## src/rtl/interruption_scheduler_pkg.sv

```systemverilog
// Shared definitions for the interruption scheduler: FSM state encoding,
// pending-flag bundle and the syscall constants the decoder uses for the
// injected SWI.
package interruption_scheduler_pkg;

  localparam int WD_WIDTH_DEF   = 16;
  localparam int WD_DEFAULT_DEF = 1024;

  // Injected instruction is SWI 0x48; the offset selects the OS entry.
  localparam logic [7:0] SYSCALL_ID   = 8'h48;
  localparam logic [1:0] SYSCALL_WD   = 2'd0;
  localparam logic [1:0] SYSCALL_USER = 2'd3;

  typedef enum logic [1:0] {
    ST_USER   = 2'd0,
    ST_INJECT = 2'd1,
    ST_KERNEL = 2'd2
  } sched_state_e;

  typedef struct packed {
    logic usr;
    logic wd;
  } pending_t;

endpackage

```

## src/rtl/interruption_scheduler_if.sv

```systemverilog
// Core/decoder handshake seen by the interruption scheduler.
// master: the core side (drives boundaries, acks, kernel returns).
// slave:  the scheduler (drives the injection requests and in_kernel).
interface interruption_scheduler_if;

  logic instr_boundary;
  logic decode_ack;
  logic kernel_return;
  logic is_user_request;
  logic wd_interruption;
  logic in_kernel;

  modport master (
    output instr_boundary,
    output decode_ack,
    output kernel_return,
    input  is_user_request,
    input  wd_interruption,
    input  in_kernel
  );

  modport slave (
    input  instr_boundary,
    input  decode_ack,
    input  kernel_return,
    output is_user_request,
    output wd_interruption,
    output in_kernel
  );

endinterface

```

## src/rtl/interruption_scheduler_watchdog_timer.sv

```systemverilog
// Watchdog quantum counter: counts down once per tick, sticks at zero, and
// reloads from load_value on request. expired pulses on the tick that takes
// the count from 1 to 0.
module watchdog_timer #(
  parameter int WIDTH   = 16,
  parameter int DEFAULT = 1024
) (
  input  logic             clock,
  input  logic             reset,
  input  logic             tick,
  input  logic             reload,
  input  logic [WIDTH-1:0] load_value,
  output logic [WIDTH-1:0] count,
  output logic             expired
);

  logic [WIDTH-1:0] count_q;
  logic [WIDTH-1:0] count_d;

  // Next count: reload wins, otherwise decrement toward a sticky zero.
  always_comb begin
    // NOTE: every always_comb output gets a default first so no path leaves it unassigned (no latch).
    count_d = count_q;
    if (reload) begin
      count_d = load_value;
    end else if (tick && (count_q != '0)) begin
      count_d = count_q - WIDTH'(1);
    end
  end

  // Count register, loaded with the default quantum at reset.
  always_ff @(posedge clock or negedge reset) begin
    if (!reset) begin
      // NOTE: sequential state uses non-blocking assignments so all flops update together at the edge.
      count_q <= WIDTH'(DEFAULT);
    end else begin
      count_q <= count_d;
    end
  end

  assign count   = count_q;
  assign expired = tick & ~reload & (count_q == WIDTH'(1));

endmodule

```

## src/rtl/interruption_scheduler.sv

```systemverilog
// Interruption scheduler: decides when the core leaves user code for the OS.
// Latches user requests and watchdog expiry, injects one syscall request per
// instruction boundary (user before watchdog), holds it until the decoder
// acks, then waits in KERNEL for kernel_return.
// Optional feature macro: INTERRUPTION_STATS_EN adds saturating 16-bit
// counters wd_taken_cnt / usr_taken_cnt of served injections.
module interruption_scheduler
  import interruption_scheduler_pkg::*;
#(
  parameter int WD_WIDTH   = WD_WIDTH_DEF,
  parameter int WD_DEFAULT = WD_DEFAULT_DEF
) (
  input  logic                    clock,
  input  logic                    reset,
  interruption_scheduler_if.slave dec,
  input  logic                    user_raise,
  input  logic                    wd_enable,
  input  logic                    quantum_load,
  input  logic [WD_WIDTH-1:0]     quantum_value,
  output logic [WD_WIDTH-1:0]     wd_count
`ifdef INTERRUPTION_STATS_EN
  ,
  output logic [15:0]             wd_taken_cnt,
  output logic [15:0]             usr_taken_cnt
`endif
);

  sched_state_e        state_q, state_d;
  pending_t            pend_q, pend_d;
  logic                usr_out_q, usr_out_d;
  logic                wd_out_q, wd_out_d;
  logic                in_kernel_q, in_kernel_d;
  logic [WD_WIDTH-1:0] reload_q, reload_d;
  logic [WD_WIDTH-1:0] quantum_eff;
  logic                wd_tick;
  logic                wd_reload;
  logic                wd_expired;

`ifdef INTERRUPTION_STATS_EN
  logic [15:0] wd_taken_q, wd_taken_d;
  logic [15:0] usr_taken_q, usr_taken_d;
`endif

  // A zero quantum would never expire; treat it as one instruction.
  assign quantum_eff = (quantum_value == '0) ? WD_WIDTH'(1) : quantum_value;

  // Watchdog runs only on user-mode boundaries and reloads on the return edge.
  assign wd_tick   = (state_q == ST_USER) & dec.instr_boundary & wd_enable;
  assign wd_reload = (state_q == ST_KERNEL) & dec.kernel_return;

  watchdog_timer #(
    .WIDTH   (WD_WIDTH),
    .DEFAULT (WD_DEFAULT)
  ) u_watchdog (
    .clock      (clock),
    .reset      (reset),
    .tick       (wd_tick),
    .reload     (wd_reload),
    .load_value (reload_d),
    .count      (wd_count),
    .expired    (wd_expired)
  );

  // Next-state logic for the FSM, pending latches, reload value and stats.
  always_comb begin
    state_d     = state_q;
    pend_d.usr  = pend_q.usr | user_raise;
    pend_d.wd   = pend_q.wd | wd_expired;
    usr_out_d   = usr_out_q;
    wd_out_d    = wd_out_q;
    in_kernel_d = in_kernel_q;
    // Feeding reload_d to the timer lets a load on the return edge apply at once.
    reload_d    = quantum_load ? quantum_eff : reload_q;
`ifdef INTERRUPTION_STATS_EN
    wd_taken_d  = wd_taken_q;
    usr_taken_d = usr_taken_q;
`endif

    case (state_q)
      ST_USER: begin
        // Decision includes events arriving on this very boundary.
        if (dec.instr_boundary && (pend_d.usr || pend_d.wd)) begin
          state_d   = ST_INJECT;
          usr_out_d = pend_d.usr;
          wd_out_d  = ~pend_d.usr;
        end
      end

      ST_INJECT: begin
        if (dec.decode_ack) begin
          state_d     = ST_KERNEL;
          usr_out_d   = 1'b0;
          wd_out_d    = 1'b0;
          in_kernel_d = 1'b1;
          if (usr_out_q) begin
            // A raise on the ack cycle is a fresh request and stays latched.
            pend_d.usr = user_raise;
`ifdef INTERRUPTION_STATS_EN
            if (usr_taken_q != '1) usr_taken_d = usr_taken_q + 16'd1;
`endif
          end else begin
            pend_d.wd = 1'b0;
`ifdef INTERRUPTION_STATS_EN
            if (wd_taken_q != '1) wd_taken_d = wd_taken_q + 16'd1;
`endif
          end
        end
      end

      ST_KERNEL: begin
        if (dec.kernel_return) begin
          state_d     = ST_USER;
          in_kernel_d = 1'b0;
        end
      end

      default: begin
        state_d     = ST_USER;
        usr_out_d   = 1'b0;
        wd_out_d    = 1'b0;
        in_kernel_d = 1'b0;
      end
    endcase
  end

  // State and registered outputs; reset aborts any injection in flight.
  always_ff @(posedge clock or negedge reset) begin
    if (!reset) begin
      state_q     <= ST_USER;
      pend_q      <= '0;
      usr_out_q   <= 1'b0;
      wd_out_q    <= 1'b0;
      in_kernel_q <= 1'b0;
      reload_q    <= WD_WIDTH'(WD_DEFAULT);
`ifdef INTERRUPTION_STATS_EN
      wd_taken_q  <= '0;
      usr_taken_q <= '0;
`endif
    end else begin
      state_q     <= state_d;
      pend_q      <= pend_d;
      usr_out_q   <= usr_out_d;
      wd_out_q    <= wd_out_d;
      in_kernel_q <= in_kernel_d;
      reload_q    <= reload_d;
`ifdef INTERRUPTION_STATS_EN
      wd_taken_q  <= wd_taken_d;
      usr_taken_q <= usr_taken_d;
`endif
    end
  end

  assign dec.is_user_request = usr_out_q;
  assign dec.wd_interruption = wd_out_q;
  assign dec.in_kernel       = in_kernel_q;

`ifdef INTERRUPTION_STATS_EN
  assign wd_taken_cnt  = wd_taken_q;
  assign usr_taken_cnt = usr_taken_q;
`endif

endmodule

```

## src/flat_wrapper.sv

```systemverilog
// flat-port wrapper written by rule: the top's interface ports become plain ports
module interruption_scheduler_flat import interruption_scheduler_pkg::*;
#(
  parameter int WD_WIDTH   = WD_WIDTH_DEF,
  parameter int WD_DEFAULT = WD_DEFAULT_DEF
)
  (clock, reset, user_raise, wd_enable, quantum_load, quantum_value, wd_count, dec_instr_boundary, dec_decode_ack, dec_kernel_return, dec_is_user_request, dec_wd_interruption, dec_in_kernel);
  interruption_scheduler_if dec_i ();
  input  logic clock;
  input  logic reset;
  input  logic user_raise;
  input  logic wd_enable;
  input  logic quantum_load;
  input  logic [WD_WIDTH-1:0] quantum_value;
  output logic [WD_WIDTH-1:0] wd_count;
  input wire logic [$bits(dec_i.instr_boundary)-1:0] dec_instr_boundary;
  input wire logic [$bits(dec_i.decode_ack)-1:0] dec_decode_ack;
  input wire logic [$bits(dec_i.kernel_return)-1:0] dec_kernel_return;
  output wire logic [$bits(dec_i.is_user_request)-1:0] dec_is_user_request;
  output wire logic [$bits(dec_i.wd_interruption)-1:0] dec_wd_interruption;
  output wire logic [$bits(dec_i.in_kernel)-1:0] dec_in_kernel;
  assign dec_i.instr_boundary = dec_instr_boundary;
  assign dec_i.decode_ack = dec_decode_ack;
  assign dec_i.kernel_return = dec_kernel_return;
  assign dec_is_user_request = dec_i.is_user_request;
  assign dec_wd_interruption = dec_i.wd_interruption;
  assign dec_in_kernel = dec_i.in_kernel;
  interruption_scheduler #(.WD_WIDTH(WD_WIDTH), .WD_DEFAULT(WD_DEFAULT)) u_core (.clock(clock), .reset(reset), .dec(dec_i), .user_raise(user_raise), .wd_enable(wd_enable), .quantum_load(quantum_load), .quantum_value(quantum_value), .wd_count(wd_count));
endmodule
```

## config.mk

```make
export PLATFORM = sky130hd
export DESIGN_NAME = interruption_scheduler_flat
export DESIGN_NICKNAME = d
export VERILOG_FILES = /design/src/rtl/interruption_scheduler_pkg.sv /design/src/rtl/interruption_scheduler_if.sv /design/src/rtl/interruption_scheduler_watchdog_timer.sv /design/src/rtl/interruption_scheduler.sv /design/src/flat_wrapper.sv
export SDC_FILE = /design/constraint.sdc
export NUM_CORES = 1
export LEC_CHECK = 0
export ABC_CLOCK_PERIOD_IN_PS = 3200
export CAP_MARGIN = 20
export CORE_AREA = 2 2 67 69
export DETAILED_ROUTE_END_ITERATION = 12
export DIE_AREA = 0 0 69 71
export PLACE_DENSITY = 0.76
export SLEW_MARGIN = 20
export SYNTH_ARGS = -nofsm -noshare
export SYNTH_HDL_FRONTEND = slang
export SYNTH_SLANG_ARGS = --single-unit
```

## constraint.sdc

```tcl
create_clock -name clock -period 3.2 [get_ports clock]
set_input_delay 0.64 -clock clock [delete_from_list [all_inputs] [get_ports clock]]
set_output_delay 0.64 -clock clock [all_outputs]
set_load 0.005 [all_outputs]
```

==> summary.txt <==
Floorplan
  – Rows: 24
  – Die ar.: 4900 sq um
  – Die height: 71 um
  – Ports: 43
  – Die width: 69 um
  – Core area: 4200 sq um
  – Initial Utilization: 0.477

STA
  – Worst-margin pin slew: 0.866 ns
  – Final setup fails: 0
  – Final Cycle Share: 0.743
  – RSZ-0062 raised after global routing: no
  – Fin. max-slew vios: 0
  – Min Tclk post-route: 2.38 ns
  – Fin Setup TNS: 0 ns
  – Slew Limit Headroom: 0.423
  – Final Skew: 0.00452 ns
  – FMAX: 0.421 GHz
  – Worst setup margin: 0.823 ns
  – Final hold viol count: 0

Routing
  – Via density per instance: 5.77
  – ANT nets after route: 0
  – Initial drt markers: 100
  – Pre-antenna DRT Iters: 4
  – DR vias: 1657
  – Number of remaining DRC errors: 0
  – Final WL: 4380 um
  – Wire per inst: 15.3 um

Critical path
  – Worst-path cell chain: or4_1, or3_4, or3_1, a31o_1, a221o_1
  – WP data required: 3.38 ns
  – Largest stage delay, worst path: 0.52 ns
  – Worst setup SP type: register
  – Largest delay contributor family on the critical path: simple AND/OR/NAND/NOR gates
  – Crit end category: register
  – CP max-delay cell: or4_1
  – CP Class: reg -> reg
  – Buf+Inv Stages, Crit Path: 0
  – CP max FO: 8
  – Worst EP arrival: 2.55 ns

Clock tree
  – H-tree Lvls: 2
  – Post-CTS Setup Repair Bufs: 0
  – Clk Latency, worst-skew pair: 0.29 ns
  – CTS Buf Count: 5
  – # clock sinks: 39
  – Post-CTS Hold Fix Bufs: 0
  – Resized cells post-CTS: 0
  – Maximum root-to-sink buffer count: 2
  – CTS clock-pin slew for the worst setup and hold paths: 0.07 ns
  – Root buffer cell: clkbuf_8
  – CTS tree: done

Yosys
  – Ys async rst share: 1.00
  – Ys flop type: dfrtp_1
  – Syn nets: 219
  – Post-synth EDFFs: 0
  – Synthesized instance count: 192
  – Mapped Area: 2010 sq um
  – Distinct cells, synth: 43
  – Synth Register Bits: 39
  – Syn avg cell area: 10.4 sq um
  – Seq/Total Area, Yosys: 0.488
  – Synth warn: 0

Cells and area
  – Area delta synth->final: 27.3%
  – Register area: 978 sq um
  – Nets@finish: 261
  – ANT cells: 0
  – Multi-input logic area: 950 sq um
  – Layout cells sized above 1: 0.140
  – Layout fillers: 375

Placed design
  – HPWL Detailed: 3290 um
  – RePlAce Congestion: 0.856
  – Port Buf Inserts: 42
  – Dpl ws: 0.623 ns

GRT
  – Initial antenna violation count: 0
  – First-pass GRT wire length: 7400 um
  – Pin count of the biggest net entering global routing: 40
  – Global Route Usage Sum: 0.187
  – Vias in the first global route: 1545
  – Total gr overflow: 0

Power and ir drop
  – Leak Pwr: 1.03 nW
  – Switching power: 0.000678 W
  – Sw frac: 0.341
  – Combinational Power Share: 0.377
  – Pint: 0.00131 W
  – Peak VDD IR: 0.000325 V
  – Sequential power share: 0.415
  – Clock Power Share: 0.208
  – Power per Cell Area: 779 nW/um^2

Run status
  – Status: finished clean

Job
  – Max-cap violation count: 0

Worst hold path
  – Min-delay worst type: in -> async
[layout by cell type (no fill, tap or decap), drive strengths merged]
cell type	synthesis	final
o41ai	2	2
a221o	3	3
a31o	1	1
clkdlybuf4s50	0	41
or4	3	3
inv	5	5
nand2	21	21
nor2b	1	1
or3	4	4
bufinv	0	1
a21oi	6	6
nand4	5	5
nor2	11	11
xor2	1	1
clkinv	0	1
o21a	1	1
mux2	15	15
and4bb	1	1
a21o	3	3
nand3	9	9
nor3b	1	1
o311a	2	2
buf	1	2
nand3b	2	2
ha	3	3
dfstp	2	2
a31oi	2	2
dfrtp	37	37
o311ai	1	1
o21ai	6	6
clkbuf	7	6
o22ai	1	1
nand2b	5	5
nor4	9	9
and3	2	2
a211o	2	2
nor3	3	3
o211ai	10	10
o21bai	4	4
[state kept, by name, indices dropped and copies added, names as in the netlist]
signal                      flops
u_core.dec.wd_interruption      1
u_core.pend_q                   2
u_core.dec.in_kernel            1
u_core.reload_q                16
u_core.u_watchdog.count        16
u_core.state_q                  2
u_core.dec.is_user_request      1
[area by class of cell]
| class | count | share of cell area |
|---|---|---|
| Sequential cell | 39 | 0.383 |
| Multi-Input combinational cell | 140 | 0.372 |
| Timing Repair Buffer | 43 | 0.166 |
| Clock buffer | 6 | 0.0324 |
| Tap cell | 52 | 0.0255 |
| Clock inverter | 2 | 0.0137 |
| Inverter | 5 | 0.00735 |
[power groups by stage]
stage | Combinational, W | Clock (W) | Sequential, W
floorplan | 0.000460 | 0 | 0.000774
global placement | 0.000744 | 0 | 0.000827
detailed placement | 0.000755 | 0 | 0.000833
CTS | 0.000758 | 0.000426 | 0.000824
global route | 0.000831 | 0.000451 | 0.000854
finish | 0.000750 | 0.000414 | 0.000825
[metal layers]
| metal | share of wire | GRT usage |
|---|---|---|
| met1 | 0.46 | 0.255 |
| met2 | 0.46 | 0.299 |
| met4 | 0.010 | 0.0523 |
| met5 | 0 | 0 |
| met3 | 0.063 | 0.0499 |
[through the flow]
stage	hold WS, ns	total power [W]	util	instances	cell area [sq um]
6_report	0.463	0.00199	0.607	287	2550
5_1_grt	0.519	0.00214	0.607	287	2550
4_1_cts	0.487	0.00201	0.607	287	2550
3_5_place_dp	0.489	0.00159	0.579	279	2430
3_3_place_gp	0.481	0.00157	0.579	279	2430
2_1_floorplan	0.344	0.00123	-	192	2010
[worst paths after layout]
check | start | endpoint | slack [ns] | depth (start not counted)
worst max-delay path | u_core.u_watchdog.count[8]$_DFFE_PN0P_ | u_core.u_watchdog.count[15]$_DFFE_PN0P_ | 0.82 | 5
worst min-delay path | reset | u_core.u_watchdog.count[7]$_DFFE_PN0P_ | 0.46 | 1
worst max register to register | u_core.u_watchdog.count[8]$_DFFE_PN0P_ | u_core.u_watchdog.count[15]$_DFFE_PN0P_ | 0.82 | 5
worst min register to register | u_core.reload_q[8]$_DFF_PN0_ | u_core.reload_q[8]$_DFF_PN0_ | 0.50 | 1
max in group asynchronous | reset | u_core.reload_q[11]$_DFF_PN0_ | 2.19 | 1
min in group clock | u_core.reload_q[8]$_DFF_PN0_ | u_core.reload_q[8]$_DFF_PN0_ | 0.50 | 1
[cell families after synthesis]
kind of cell               Yosys count  share of synthesized area
buffers and inverters               13                     0.0387
AOI/OAI and AO/OA                   44                      0.160
muxes                               15                     0.0842
adders and majority gates            3                     0.0187
xor gates and xnor gates             1                    0.00437
and+or+nand+nor                     77                      0.206
DFF                                 39                      0.488
[synth_stat cells, types with 2 or more instances]
| cell type | number | area (sq um) |
|---|---|---|
| a211o_1 | 2 | 17.5 |
| a21o_1 | 3 | 22.5 |
| a21oi_1 | 5 | 25.0 |
| a221o_1 | 3 | 30.0 |
| a31oi_1 | 2 | 12.5 |
| clkbuf_1 | 4 | 15.0 |
| clkbuf_8 | 2 | 27.5 |
| dfrtp_1 | 37 | 926 |
| dfstp_2 | 2 | 52.6 |
| ha_1 | 3 | 37.5 |
| inv_1 | 5 | 18.8 |
| mux2_2 | 15 | 169 |
| nand2_1 | 21 | 78.8 |
| nand2b_1 | 5 | 31.3 |
| nand3_1 | 9 | 45.0 |
| nand3b_1 | 2 | 15.0 |
| nand4_1 | 5 | 31.3 |
| nor2_1 | 11 | 41.3 |
| nor3_1 | 3 | 15.0 |
| nor4_1 | 8 | 50.1 |
| o211ai_1 | 10 | 75.1 |
| o21ai_0 | 6 | 30.0 |
| o21bai_1 | 4 | 30.0 |
| o311a_1 | 2 | 20.0 |
| o41ai_1 | 2 | 17.5 |
| or3_1 | 2 | 12.5 |
| or4_1 | 3 | 22.5 |
Note: power is estimated with default switching activity, not from simulation.
